[src/rtl/rotor_stack_stepper.sv]
// rotor_stack_stepper
//   Keeps the position and notch of every rotor in a NUM_ROTORI-deep stack.
//   On each accepted key press the stack advances once, with the classic
//   carry and double-step rules. Initial positions and notches are loaded
//   one rotor at a time through a write port.
// Ports
//   clk, rst                       clock (rising edge), async active-high reset
//   scrie_in                       load strobe for one rotor
//   index_rotor_in                 rotor to load
//   pozitie_initiala_in            position to load
//   crestatura_in                  notch to load
//   pas_in                         step request (one key press)
//   pozitii_out                    rotor i at [i*POS_W +: POS_W]
//   ocupat_out                     high while a step is being computed
//   pas_gata_out                   1-cycle pulse: new positions are valid
//   eroare_out                     1-cycle pulse: load was rejected
module rotor_stack_stepper #(
    parameter int NUM_ROTORI = 3,
    parameter int ALFABET    = 26,
    localparam int POS_W     = $clog2(ALFABET),
    localparam int SEL_W     = (NUM_ROTORI > 1) ? $clog2(NUM_ROTORI) : 1
) (
    input  logic                        clk,
    input  logic                        rst,
    input  logic                        scrie_in,
    input  logic [SEL_W-1:0]            index_rotor_in,
    input  logic [POS_W-1:0]            pozitie_initiala_in,
    input  logic [POS_W-1:0]            crestatura_in,
    input  logic                        pas_in,
    output logic [NUM_ROTORI*POS_W-1:0] pozitii_out,
    output logic                        ocupat_out,
    output logic                        pas_gata_out,
    output logic                        eroare_out
);

    typedef enum logic {INACTIV = 1'b0, CALCUL = 1'b1} stare_t;

    localparam logic [POS_W-1:0] ULTIM = POS_W'(ALFABET - 1);

    stare_t                               stare_q, stare_d;
    logic [NUM_ROTORI-1:0][POS_W-1:0]     poz_q, poz_d;
    logic [NUM_ROTORI-1:0][POS_W-1:0]     notch_q, notch_d;
    logic [NUM_ROTORI-1:0][POS_W-1:0]     poz_pas;
    logic [NUM_ROTORI-1:0]                avans;
    logic                                 gata_q, gata_d;
    logic                                 err_q, err_d;
    logic                                 load_ok;

    // Per-rotor advance decision, taken from the positions held when the
    // step is committed (the CALCUL cycle).
    for (genvar g = 0; g < NUM_ROTORI; g++) begin : g_rotor
        if (g == 0) begin : g_rapid
            assign avans[g] = 1'b1;
        end else if (g < NUM_ROTORI - 1) begin : g_mijloc
            // Middle rotors also advance when sitting on their own notch
            // (double step).
            assign avans[g] = (poz_q[g-1] == notch_q[g-1]) || (poz_q[g] == notch_q[g]);
        end else begin : g_lent
            assign avans[g] = (poz_q[g-1] == notch_q[g-1]);
        end
        assign poz_pas[g] = !avans[g]          ? poz_q[g]
                          : (poz_q[g] == ULTIM) ? '0
                          :                       poz_q[g] + 1'b1;
    end

    assign load_ok = (int'(index_rotor_in) < NUM_ROTORI)
                  && (int'(pozitie_initiala_in) < ALFABET)
                  && (int'(crestatura_in) < ALFABET);

    always_comb begin
        stare_d = stare_q;
        poz_d   = poz_q;
        notch_d = notch_q;
        gata_d  = 1'b0;
        err_d   = 1'b0;
        case (stare_q)
            INACTIV: begin
                // A load wins over a simultaneous step request; the step is dropped.
                if (scrie_in) begin
                    if (load_ok) begin
                        for (int i = 0; i < NUM_ROTORI; i++) begin
                            if (int'(index_rotor_in) == i) begin
                                poz_d[i]   = pozitie_initiala_in;
                                notch_d[i] = crestatura_in;
                            end
                        end
                    end else begin
                        err_d = 1'b1;
                    end
                end else if (pas_in) begin
                    stare_d = CALCUL;
                end
            end
            CALCUL: begin
                poz_d   = poz_pas;
                gata_d  = 1'b1;
                stare_d = INACTIV;
                err_d   = scrie_in;
            end
            default: stare_d = INACTIV;
        endcase
    end

    always_ff @(posedge clk or posedge rst) begin
        if (rst) begin
            stare_q <= INACTIV;
            poz_q   <= '0;
            notch_q <= {NUM_ROTORI{ULTIM}};
            gata_q  <= 1'b0;
            err_q   <= 1'b0;
        end else begin
            stare_q <= stare_d;
            poz_q   <= poz_d;
            notch_q <= notch_d;
            gata_q  <= gata_d;
            err_q   <= err_d;
        end
    end

    assign pozitii_out  = poz_q;
    assign ocupat_out   = (stare_q == CALCUL);
    assign pas_gata_out = gata_q;
    assign eroare_out   = err_q;

endmodule
[config.mk]
export PLATFORM = sky130hd
export DESIGN_NAME = rotor_stack_stepper
export DESIGN_NICKNAME = d
export VERILOG_FILES = /design/src/rtl/rotor_stack_stepper.sv
export SDC_FILE = /design/constraint.sdc
export NUM_CORES = 1
export LEC_CHECK = 0
export BUFFER_PORTS_ARGS = -buffer_cell sky130_fd_sc_hd__buf_2
export CORE_MARGIN = 5
export CORE_UTILIZATION = 45
export CTS_CLUSTER_SIZE = 12
export DETAILED_ROUTE_END_ITERATION = 8
export GPL_ROUTABILITY_DRIVEN = 1
export PLACE_DENSITY = 0.75
export SKIP_LAST_GASP = 1
export SYNTH_ARGS = -nofsm -noshare
export SYNTH_HDL_FRONTEND = slang
export SYNTH_SLANG_ARGS = --single-unit
[constraint.sdc]
create_clock -name clk -period 3.6 [get_ports clk]
set_clock_uncertainty 0.05 [all_clocks]
set_input_delay 0.9 -clock clk [delete_from_list [all_inputs] [get_ports clk]]
set_output_delay 0.9 -clock clk [all_outputs]
set_load 0.01 [all_outputs]
==> run metrics <==
Max stage delay on crit path=730 ps; share of layout cells above drive strength 1=29.19%; min-delay src=notch_q[5]; post-synthesis cell type count=50; Die W=72.53 um; H-Tree Depth=1; number of clock sinks=28; IO Port Bufs=33; Synth area leader=dfrtp_1; CP Cell Sequence=buf_2; number of global-route vias before repair=1336; Worst Hold Depth=2; Static Leak=0.9072 nW; Max Slew Vio Count=0; CTS root buffer=clkbuf_8; top post-synthesis cells by area=dfrtp_1 31%, dfstp_2 9.0%, ha_1 4.3%; dpl cells=253; Slew headroom=28.29%; Die Y=72.53 um; Post-DP Area=1962 um2; Critical Path RT=2650 ps; DP Wirelength=3.069 mm; min cycle time layout=2193 ps; CP bufs+invs=1; Startpoint Class=flip-flop; routed wire length=4.208 mm; slowest stage cell on the critical path=dfrtp_1; FF-to-FF Start=ocupat_out; fraction of registers with async set/reset=100.0%; Fmax=456.0 MHz; Max-Cap Viols=0; Bufs on Longest Clock Path=2; r2r setup slk=1600 ps; initial antenna violation count=0; RSZ-0062 raised after global routing=no; critical path type=reg -> out; HP Class=reg -> reg; largest net degree at the start of global routing=29; CP delay by family, top=flip-flops; CP endpoint kind=output pin; Total GRT Usage=16.12%; Placer Congestion=0.8281; worst vdd ir=0.4746 mV; CTS Buf Count=3; flop and latch count out of synthesis=28; crit path max fanout=18; die footprint=5260 um2; Post-CTS Resized=0; I/O pins=34; post-synth top area share=31.29%; post-route insts no fill=257; sequential area share after synthesis=40.26%; Reg2Reg Depth=5; Overflow after GRT=0; diode count=0; Final Net Count=232; Area Growth Syn to Fin=15.58%; # setup viols final=0; CTS tree=built; DR pass1 iterations=4; synthesized cell area=1759 um2; DRT iter0 DRCs=80; Worst EP arrival=1240 ps; worst hold endpoint=notch_q[5]; WL/cell=16.37 um; warnings from Yosys=0; dominant synthesized flop cell=dfrtp_1; final hold violations=0; Initial Utilization=47.34%; PD cells=606.4 nW/um2; Avg Synthesized Cell Area=9.995 um2; Worst Tran Pin Value=1074 ps; crit share post-route=60.91%; Syn Inst Count=176; Remaining DRCs=0; EDFF count, synth=0; post-route cell area=2033 um2; hold_buf cts=0; CTS clk-pin slew, worst paths=100 ps; ANT nets after route=0; Post-CTS Setup Bufs=0; clock latency at the later pin of the worst-skew pair=270 ps; reg2reg end=pozitii_out[13]; run status=complete, no violations; syn nets=198; via count=1480; global-route wire length before repair=6.699 mm; Core Rows=22; routed vias/inst=5.759; CORE AREA=3716 um2; setup TNS=0 ps
[synth_stat cells, types with 2 or more instances]
cell type	count
mux2i_1	7
ha_1	6
o221ai_1	2
o21ai_1	3
clkbuf_1	3
dfrtp_1	22
and3_1	2
a21oi_1	4
dfstp_2	6
nand4_1	4
nor3_1	5
o31a_1	3
xor2_1	3
xnor2_1	8
o21ai_0	3
nand3_1	9
o22ai_1	3
o311ai_1	2
a31oi_1	3
nor2_1	15
nand4b_1	2
nand3_2	2
mux2_2	4
nor3b_1	3
mux2_4	4
nand2_1	16
inv_1	9
[through the flow]
step                      setup slack [ps]  utilization [%]  hold slack (ps)  total power, mW
after floorplan                       1505                -            396.1           0.8310
after global placement                1294            52.79            405.6           0.9763
after detailed placement              1212            52.79            409.8           0.9851
after CTS                             1391            54.71            422.7            1.240
after global routing                  1304            54.71            463.1            1.311
final                                 1407            54.71            421.8            1.233
[cell usage in the layout (no fill, tap or decap), drive strengths merged, types with 2 or more instances in the layout]
| cell type | instances |
|---|---|
| buf | 33 |
| dfrtp | 22 |
| nand2 | 17 |
| nor2 | 15 |
| nand3 | 11 |
| inv | 9 |
| mux2 | 9 |
| xnor2 | 8 |
| mux2i | 7 |
| ha | 6 |
| dfstp | 6 |
| nor3 | 6 |
| o21ai | 6 |
| nand4 | 5 |
| a21oi | 4 |
| nor3b | 4 |
| xor2 | 3 |
| o31a | 3 |
| a31oi | 3 |
| o22ai | 3 |
| clkbuf | 3 |
| o211ai | 3 |
| o221ai | 2 |
| nand4b | 2 |
| and3 | 2 |
| o311ai | 2 |
[final cells by class]
class / count / area, um2
sequential: 28 / 708.2
timing repair buffer: 33 / 165.2
fill: 346 / 1683
multi-input combinational: 135 / 994.7
inverter: 9 / 33.78
clock inverter: 1 / 30.03
clock buffer: 3 / 41.29
tap: 48 / 60.06
[where the power goes]
group	switching (mW)	leakage (nW)	total, mW	internal (mW)
clock network	0.0997	0.0357	0.249	0.149
registers	0.134	0.321	0.549	0.415
logic	0.222	0.550	0.435	0.213
total	0.455	0.907	1.23	0.777
[routing by layer]
layer | track usage [%] | share of wire, % | up-vias
met5 | 0 | 0 | -
met4 | 4.098 | 1.4 | 0
met3 | 3.186 | 5.3 | 4
met2 | 25.75 | 48 | 44
met1 | 22.28 | 46 | 716
li1 | - | - | 716
[cells by family (layout without fill, tap and decap cells)]
logic type | count (synthesis) | after routing | share of synthesized area [%]
AO/OA/AOI/OAI | 35 | 35 | 15.15
XOR/XNOR | 11 | 11 | 5.477
adder cells (fa/ha/maj) | 6 | 6 | 4.267
buffers and inverters | 13 | 46 | 3.200
flip-flops | 28 | 28 | 40.26
multiplexers | 16 | 16 | 10.60
AND/OR/NAND/NOR | 67 | 67 | 21.05
[sequential cells by signal (all words and copies together) (netlist names)]
| name | count |
|---|---|
| pas_gata_out | 1 |
| eroare_out | 1 |
| pozitii_out | 15 |
| ocupat_out | 1 |
| notch_q | 10 |
[how the worst max path moves through the flow]
stage | start | cells past startpoint | to | slack (ps)
final | ocupat_out | 1 | ocupat_out | 1410
after global routing | ocupat_out | 1 | ocupat_out | 1300
after CTS | ocupat_out | 1 | ocupat_out | 1390
after detailed placement | crestatura_in[1] | 6 | pozitii_out[4] | 1210
after global placement | crestatura_in[1] | 6 | pozitii_out[4] | 1290
after floorplan | crestatura_in[1] | 5 | pozitii_out[4] | 1510
Power figures use the tool's default switching activity.
